## config.mk

```make
export PLATFORM = sky130hd
export DESIGN_NAME = pipelined_cla_subtractor
export DESIGN_NICKNAME = d
export VERILOG_FILES = /design/src/rtl/pipelined_cla_subtractor.sv
export SDC_FILE = /design/constraint.sdc
export NUM_CORES = 1
export LEC_CHECK = 0
export ABC_AREA = 1
export BUFFER_PORTS_ARGS = -buffer_cell sky130_fd_sc_hd__buf_2
export CAP_MARGIN = 20
export CORE_MARGIN = 3
export CORE_UTILIZATION = 46
export DETAILED_ROUTE_END_ITERATION = 10
export HOLD_SLACK_MARGIN = 0.12
export PLACE_DENSITY = 0.77
export SYNTH_ARGS = -nofsm -noshare
export SYNTH_HDL_FRONTEND = slang
export SYNTH_SLANG_ARGS = --single-unit
```

## constraint.sdc

```tcl
create_clock -name clk -period 3.1 [get_ports clk]
set_clock_uncertainty 0.2 [all_clocks]
set_input_delay 0.31 -clock clk [delete_from_list [all_inputs] [get_ports clk]]
set_output_delay 0.31 -clock clk [all_outputs]
set_load 0.005 [all_outputs]
```

## src/rtl/pipelined_cla_subtractor.sv

```systemverilog
// rtl/pipelined_cla_subtractor.sv - pipelined carry-lookahead subtractor, D = A - B - bin
//
// Computes A + ~B + ~bin one SLICE-bit slice per pipeline stage, with 4-bit
// lookahead groups inside each slice and the slice carry registered between
// stages. Operands travel down the pipe with the op; result slices accumulate
// into the op's difference word. All stages advance together (global stall).
//
// Ports:
//   clk, rst_n            clock, asynchronous active-low reset
//   in_valid / in_ready   operation handshake for a, b, bin
//   a, b, bin             minuend, subtrahend, borrow-in
//   out_valid / out_ready result handshake for diff and flags
//   diff                  A - B - bin modulo 2^WIDTH
//   bout                  borrow-out (unsigned A < B + bin)
//   ovf                   signed overflow of the subtraction
//   zero                  diff == 0
module pipelined_cla_subtractor #(
    parameter int WIDTH  = 64,
    parameter int STAGES = 4,
    parameter int SLICE  = 16
) (
    input  logic             clk,
    input  logic             rst_n,
    input  logic             in_valid,
    output logic             in_ready,
    input  logic [WIDTH-1:0] a,
    input  logic [WIDTH-1:0] b,
    input  logic             bin,
    output logic             out_valid,
    input  logic             out_ready,
    output logic [WIDTH-1:0] diff,
    output logic             bout,
    output logic             ovf,
    output logic             zero
);

    localparam int GROUPS = SLICE / 4;

    // 4-bit carry-lookahead group: returns {carry_out, sum[3:0]}
    function automatic logic [4:0] cla4(input logic [3:0] x, input logic [3:0] y, input logic ci);
        logic [3:0] g;
        logic [3:0] p;
        logic [4:0] c;
        g    = x & y;
        p    = x ^ y;
        c[0] = ci;
        c[1] = g[0] | (p[0] & ci);
        c[2] = g[1] | (p[1] & g[0]) | (p[1] & p[0] & ci);
        c[3] = g[2] | (p[2] & g[1]) | (p[2] & p[1] & g[0]) | (p[2] & p[1] & p[0] & ci);
        c[4] = g[3] | (p[3] & g[2]) | (p[3] & p[2] & g[1]) | (p[3] & p[2] & p[1] & g[0])
             | (p[3] & p[2] & p[1] & p[0] & ci);
        return {c[4], p ^ c[3:0]};
    endfunction

    // One slice: lookahead groups chained group-to-group; returns {carry_out, sum}
    function automatic logic [SLICE:0] slice_add(input logic [SLICE-1:0] x, input logic [SLICE-1:0] y,
                                                 input logic ci);
        logic [SLICE-1:0] s;
        logic             c;
        logic [4:0]       r;
        s = '0;
        c = ci;
        for (int gi = 0; gi < GROUPS; gi++) begin
            r              = cla4(x[4*gi +: 4], y[4*gi +: 4], c);
            s[4*gi +: 4]   = r[3:0];
            c              = r[4];
        end
        return {c, s};
    endfunction

    // Inter-stage registers (stage k feeds stage k+1); the last stage feeds the outputs
    logic [STAGES-2:0] vld;
    logic [WIDTH-1:0]  a_q [STAGES-1];
    logic [WIDTH-1:0]  b_q [STAGES-1];
    logic [WIDTH-1:0]  d_q [STAGES-1];
    logic              c_q [STAGES-1];

    // Per-stage combinational view of the op currently entering that stage's register
    logic [WIDTH-1:0]  sa    [STAGES];
    logic [WIDTH-1:0]  sb    [STAGES];
    logic [WIDTH-1:0]  dprev [STAGES];
    logic [WIDTH-1:0]  sd    [STAGES];
    logic              cin   [STAGES];
    logic [SLICE:0]    r     [STAGES];

    logic adv;
    logic rdy_q;

    assign adv      = !out_valid || out_ready;
    // rdy_q holds in_ready low through reset and until the first clock after release
    assign in_ready = rdy_q && adv;

    for (genvar k = 0; k < STAGES; k++) begin : g_stage
        localparam logic [WIDTH-1:0] SMASK = {{(WIDTH-SLICE){1'b0}}, {SLICE{1'b1}}} << (k*SLICE);
        if (k == 0) begin : g_first
            assign sa[k]    = a;
            assign sb[k]    = b;
            assign cin[k]   = ~bin;
            assign dprev[k] = '0;
        end else begin : g_rest
            assign sa[k]    = a_q[k-1];
            assign sb[k]    = b_q[k-1];
            assign cin[k]   = c_q[k-1];
            assign dprev[k] = d_q[k-1];
        end
        assign r[k]  = slice_add(sa[k][k*SLICE +: SLICE], ~sb[k][k*SLICE +: SLICE], cin[k]);
        assign sd[k] = (dprev[k] & ~SMASK)
                     | ({{(WIDTH-SLICE){1'b0}}, r[k][SLICE-1:0]} << (k*SLICE));
    end

    always_ff @(posedge clk or negedge rst_n) begin
        if (!rst_n) begin
            rdy_q     <= 1'b0;
            vld       <= '0;
            for (int k = 0; k < STAGES-1; k++) begin
                a_q[k] <= '0;
                b_q[k] <= '0;
                d_q[k] <= '0;
                c_q[k] <= 1'b0;
            end
            out_valid <= 1'b0;
            diff      <= '0;
            bout      <= 1'b0;
            ovf       <= 1'b0;
            zero      <= 1'b0;
        end else begin
            rdy_q <= 1'b1;
            if (adv) begin
                vld[0] <= in_valid && in_ready;
                for (int k = 1; k < STAGES-1; k++) begin
                    vld[k] <= vld[k-1];
                end
                for (int k = 0; k < STAGES-1; k++) begin
                    a_q[k] <= sa[k];
                    b_q[k] <= sb[k];
                    d_q[k] <= sd[k];
                    c_q[k] <= r[k][SLICE];
                end
                out_valid <= vld[STAGES-2];
                diff      <= sd[STAGES-1];
                bout      <= ~r[STAGES-1][SLICE];
                ovf       <= (sa[STAGES-1][WIDTH-1] ^ sb[STAGES-1][WIDTH-1])
                           & (sd[STAGES-1][WIDTH-1] ^ sa[STAGES-1][WIDTH-1]);
                zero      <= ~|sd[STAGES-1];
            end
        end
    end

endmodule

```

# After elaboration in Yosys (flattened, before gate mapping)
# Cells that the tools add are included.
[word_totals]
in_bits = 133
regBits = 555
elab_cells = 501
out_inout_bits = 69
[op_classes]
bitwise_logic = 476
reduce_logical = 6
[ops]
columns = ["operator", "count"]
rows = [
  ["$and 1x1->1", 257],
  ["$or 1x1->1", 160],
  ["$xor 4x4->4", 32],
  ["$and 4x4->4", 16],
  ["$not 16->16", 4],
  ["$or 48x64->64", 1],
  ["$reduce_or 64->1", 1],
  ["$or 32x48->48", 1],
  ["$or 16x32->32", 1],
  ["$logic_and 1x1->1", 2],
  ["$logic_not 1->1", 2],
  ["$not 1->1", 2],
  ["$xor 1x1->1", 2],
  ["$logic_or 1x1->1", 1],
]

# Longest topological paths before layout
[depth]
ltp_word = 17
mapped_depth = 23
mapped_depth_nobuf = 23

# Least setup slack after synthesis
# Ideal clock, no wire load.
[synth_timing]
kind = "reg-to-reg"
startpoint = "register a_q[49] in the netlist's numbering"
endpoint = "register zero"
path_buffers = 0
setup_ns = 0.065
synth_period_minus_slack_ns = 2.793
slack_ns = 0.307
arrival_time_ns = 2.528
path_stages_with_launch = 22
required_time_ns = 2.835
path_cell_list = "dfrtp_1 ha_1 inv_2 nor2_4 nand2_1 nand3_2 nand2_2 nand2_4 nand2_2 nand2_2 inv_1 fa_1 nand4_1 nor2_1 nand3_1 nor2_1 nand3_1 nor2_1 nand3_1 nor2_1 nand3_1 nand2_1"
[synth_between]
elab_chain_len = 15
word_cells_on_any_way = 52
classes_between = "50 x bitwise; 2 x reduce/logical"
[synth_lines]
columns = ["element", "line", "text"]
rows = [
  ["from (decl)", "73", "logic [WIDTH-1:0] a_q [STAGES-1];"],
  ["from (signal, indexed assignment)", "134", "a_q[k] <= sa[k];"],
  ["$and 4x4->4 / $xor 4x4->4 (equally long branches)", "44, 45", ""],
  ["$and 1x1->1 (on tied branches)", "50, 51", ""],
  ["$or 1x1->1 (tied with other cells)", "50", "c[4] = g[3] | (p[3] & g[2]) | (p[3] & p[2] & g[1]) | (p[3] & p[2] & p[1] & g[0])"],
  ["$or 1x1->1 / $and 1x1->1 (equally long branches)", "50, 51", ""],
  ["$or 1x1->1", "51", "| (p[3] & p[2] & p[1] & p[0] & ci);"],
  ["$and 1x1->1", "51", ""],
  ["$or 1x1->1", "51", ""],
  ["$and 1x1->1", "51", ""],
  ["$or 1x1->1", "51", ""],
  ["$and 1x1->1 (on tied branches)", "47, 48, 49", ""],
  ["$or 1x1->1 (on tied branches)", "47, 48, 49", ""],
  ["$xor 4x4->4", "52", "return {c[4], p ^ c[3:0]};"],
  ["$or 48x64->64 (*)", "108", "| ({{(WIDTH-SLICE){1'b0}}, r[k][SLICE-1:0]} << (k*SLICE));"],
  ["$reduce_or 64->1 (*)", "144", "zero <= ~|sd[STAGES-1];"],
  ["$logic_not 1->1 (*)", "144", ""],
  ["to (signal assigned)", "144", ""],
  ["to (decl)", "34", "output logic zero"],
]
# Mark *: on every way between the ends. The rest lies on a longest branch, timed or not.
# A chain may end at the register's enable or synchronous reset.

# Worst setup path after layout
[layout_timing]
startpoint = "register a_q[50] in the netlist's numbering"
endpoint = "register zero"
[layout_between]
elab_chain_len = 16
word_cells_on_any_way = 50
classes_between = "48 x bitwise; 2 x reduce/logical"
[layout_lines]
columns = ["element", "line"]
rows = [
  ["$and 4x4->4 / $xor 4x4->4 (equally long branches)", "44, 45"],
  ["$and 1x1->1 (on tied branches)", "50, 51"],
  ["$or 1x1->1 (tied with other cells) (2 in a row)", "50"],
  ["$or 1x1->1 / $and 1x1->1 (equally long branches)", "50, 51"],
  ["$or 1x1->1", "51"],
  ["$and 1x1->1", "51"],
  ["$or 1x1->1", "51"],
  ["$and 1x1->1", "51"],
  ["$or 1x1->1", "51"],
  ["$and 1x1->1 (on tied branches)", "47, 48, 49"],
  ["$or 1x1->1 (on tied branches)", "47, 48, 49"],
  ["$xor 4x4->4", "52"],
  ["$or 48x64->64 (*)", "108"],
  ["$reduce_or 64->1 (*)", "144"],
  ["$logic_not 1->1 (*)", "144"],
]
# Marked as above.

==> results list <==
- Counting distinct cell types in the post-synthesis netlist gives 35.
- In this run the worst path has a maximum fanout of 4.
* Post-synthesis simple-gate area fraction: 0.2006
- Violation count after the first detailed-routing iteration: roughly 750
- Before antenna repair, the detailed router went through 7 iterations.
- The floorplan step defined a core boundary enclosing around 35,000 sq um.
- The flow ran to the end, but the final reports show violations.
* Routability-driven placement congestion ratio: 0.8177
* Floorplan die width: a little under 200 microns
- P per Cell Area: about 1000 nW/um^2
* Transition time at the pin with the least slew margin: roughly 0.88 ns
* Total global-route track usage: 0.2038
- Die Y: 195.8 microns
- Number of global-route vias before repair: about 14,000
* Critical path capture point type: register
- In this run the core area contains 68 standard-cell rows.
* Placed cell count: 2,510
- The number of antenna violations at the first check in global routing is 1.
- The worst path in the final design needs a cycle of about 3.1 ns, including I/O delays and setup.
- The H-tree was split into 2 levels.
* Utilization of the core after routing: 0.5916
- Failing checks: setup timing
- Largest vdd supply drop: ~0.58 mV
- The routed layout has 13,674 vias.
* Endpoint required time on the critical path: about 3.4 ns
- After synthesis, the share of cell area in mux cells is 0.
- Detailed placement ended at an HPWL of ~25,000 microns.
* Layout overhead on the synthesized area: 25.21%
- After technology mapping, the gate count stands at between 1,500 and 2,000.
* Worst skew pair latency: approximately 0.53 ns
- Post-layout net count: between 2,000 and 2,500
- Dividing the detail-routed via count by the number of cells gives between 5 and 6.
* Type of origin of the critical path: register
- Maximum clock frequency: around 320 MHz
* Critical path class: register to register
- The count of nets left with antenna violations once routing finished came out at 0.
- Portion of the post-synthesis area used by sequential elements: 0.5485
- Once routing completed, OpenROAD measured the worst setup slack at -0.03191 ns.
- The count of buffers added on input and output ports is ~200.
- Layout cells sized above 1: 0.1470
* CTS clk-pin slew, worst paths: approximately 0.070 ns
- The library cell used most frequently in the layout, excluding fill and tap cells, is nand2_1.
- Total of fill cells in the finished design: between 2,000 and 3,000
- Clock tree from TritonCTS: yes
* CTS buffer count: 39
- Routed WL per cell: approximately 15 microns
- Root buffer cell: clkbuf_16
* Total leakage power: about 11 nW
- Post-synthesis register bit count: approximately 360
- After synthesis the cells add up to 16,560 sq um.
* Max-slew headroom at the worst pin: 0.4110
- Dominant combinational cell family by area after synthesis: simple AND/OR/NAND/NOR gates
- Of the total synthesized cell area, the portion taken by XOR and XNOR cells is 0.01058.
* Final global-route overflow total: 0
- Largest net degree at the start of global routing: about 170
* Final count of negative-setup-slack endpoints: 1
- Most used cells in the layout excluding fill and tap cells: nand2_1, dfrtp_1, o21ai_0, inv_1, buf_2
- Data arrival time of the worst path: roughly 3.4 ns
- Average size of a mapped cell: about 8.7 sq um
- Counting along the longest clock path gives a buffer depth of 3.
* Class of the tightest hold or removal check: input port to asynchronous set/reset pin
- Non-filler instance count after layout: around 2,700
- The clock drives 363 sinks.
- In the routed design, unresolved DRC markers number 0.
- The die covers roughly 38,000 sq um.
* Period utilisation layout: 1.010
- Number of nets produced by synthesis: 2,126
- Fin. max-slew vios: 0
* First-pass GRT wire length: 65,690 microns
* Max Cap Viol: 0
- Total wire length after detailed routing: approximately 39,000 microns
* Adder-cell share of the synthesized area: 0.06769
* Count of pins on the block boundary: approximately 200
- The area fraction in compound gates after synthesis was 0.09806.
* Effective utilization at floorplan: 0.4725
* Warning count from the yosys run: 0
- RSZ-0062 raised after global routing: yes
- The final hold violation count was 0.
==> state kept, by name, summed over array words and instances (netlist names) <==
name / count
a_q: 96
b_q: 96
d_q: 96
diff: 64
c_q: 3
vld: 3
bout: 1
out_valid: 1
ovf: 1
rdy_q: 1
zero: 1
==> worst paths after layout <==
| kind | endpoint | slack, ns | start | depth (start not counted) |
|---|---|---|---|---|
| setup / recovery | zero | -0.03 | a_q[50] | 21 |
| setup reg to reg | zero | -0.03 | a_q[50] | 21 |
| min in group clk | d_q[143] | 0.16 | b[15] | 6 |
| hold / removal | d_q[88] | 0.15 | rst_n | 2 |
| max in group asynchronous | b_q[48] | 1.73 | rst_n | 3 |
| hold reg to reg | b_q[127] | 0.25 | b_q[191] | 2 |
==> cell families after synthesis <==
logic type,after synthesis
AND/OR/NAND/NOR,819
flip-flops,363
AO/OA/AOI/OAI,315
buffers and inverters,315
adder cells (fa/ha/maj),80
XOR/XNOR,20
other,1
==> final cells by class <==
type                    instances  area [sq um]  share of cell area
flip-flops and latches        363          9084              0.4380
multi-input cells            1235          6351              0.3063
repair buffers                355          2570              0.1239
clock buffers                  55          1106             0.05334
inverters                     236         893.4             0.04308
well taps                     455         569.3             0.02745
clock inverters                14         161.4            0.007783
diodes                          1         2.502           0.0001207
==> synthesized netlist by cell type (all sizes together) <==
| cell | n | area (sq um) |
|---|---|---|
| a21o | 3 | 22.52 |
| a21oi | 35 | 178.9 |
| a22o | 1 | 8.760 |
| a31oi | 8 | 50.05 |
| and3 | 3 | 18.77 |
| buf | 33 | 163.9 |
| clkbuf | 46 | 182.7 |
| conb | 1 | 3.750 |
| dfrtp | 363 | 9084 |
| fa | 16 | 320.3 |
| ha | 64 | 800.8 |
| inv | 236 | 885.9 |
| nand2 | 652 | 2482 |
| nand3 | 60 | 315.3 |
| nand3b | 11 | 82.58 |
| nand4 | 12 | 75.07 |
| nor2 | 71 | 281.5 |
| nor3 | 6 | 41.29 |
| o21ai | 260 | 1301 |
| o21ba | 1 | 10.01 |
| o21bai | 7 | 52.55 |
| or2 | 4 | 25.02 |
| xnor2 | 5 | 43.79 |
| xor2 | 15 | 131.4 |
==> metal layers <==
metal	up-vias	global-route usage	wire length [microns]	part of all wire
met5	-	0	0	0
met4	0	0.07526	1295	0.033
met2	335	0.3513	19530	0.49
met3	103	0.03194	1775	0.045
met1	6604	0.2613	16870	0.43
li1	6632	-	-	-
==> report_power, final <==
part | internal [mW] | total, mW | switching, mW | leakage, nW
Clock | 2.74 | 4.62 | 1.87 | 0.621
Sequential | 6.75 | 7.89 | 1.14 | 4.35
Combinational | 3.25 | 8.16 | 4.92 | 5.79
==> timing repair <==
action / in CTS / in global routing
pin swaps: 0 / 15
gates resized for setup: 3 / 17
endpoints found under the setup margin: 1 / 2
setup buffers: 0 / 10
hold endpoints to repair: 475 / 0
hold buffers: 124 / 0
==> critical path: stages, from the launching register on <==
cell	delay, ns
dfrtp_1	0.41
ha_4	0.31
nand2_4	0.06
nor2_4	0.12
nand3_2	0.09
nand3_4	0.11
nand2_4	0.06
nand2_4	0.08
nand2_4	0.05
nand2_4	0.07
inv_2	0.04
fa_2	0.57
nand4_1	0.08
nor2_1	0.11
nand3_1	0.11
nor2_1	0.13
nand3_1	0.07
nor2_1	0.10
nand3_1	0.07
nor2_1	0.10
nand3_1	0.08
nand2_1	0.07
==> stage by stage <==
step	area [sq um]	hold WS, ns	TNS [ns]	worst slack [ns]	power [mW]
after global routing	20740	0.1906	-0.1836	-0.1836	22.37
after CTS	20590	0.1298	0	0.003283	20.39
after floorplan	16560	-0.1856	0	0.3067	12.97
after detailed placement	18050	0.1087	-0.01133	-0.01133	15.42
after global placement	18050	0.1054	0	0.09017	14.99
final	20740	0.1548	-0.03191	-0.03191	20.68
(Power assumes the default switching activity.)
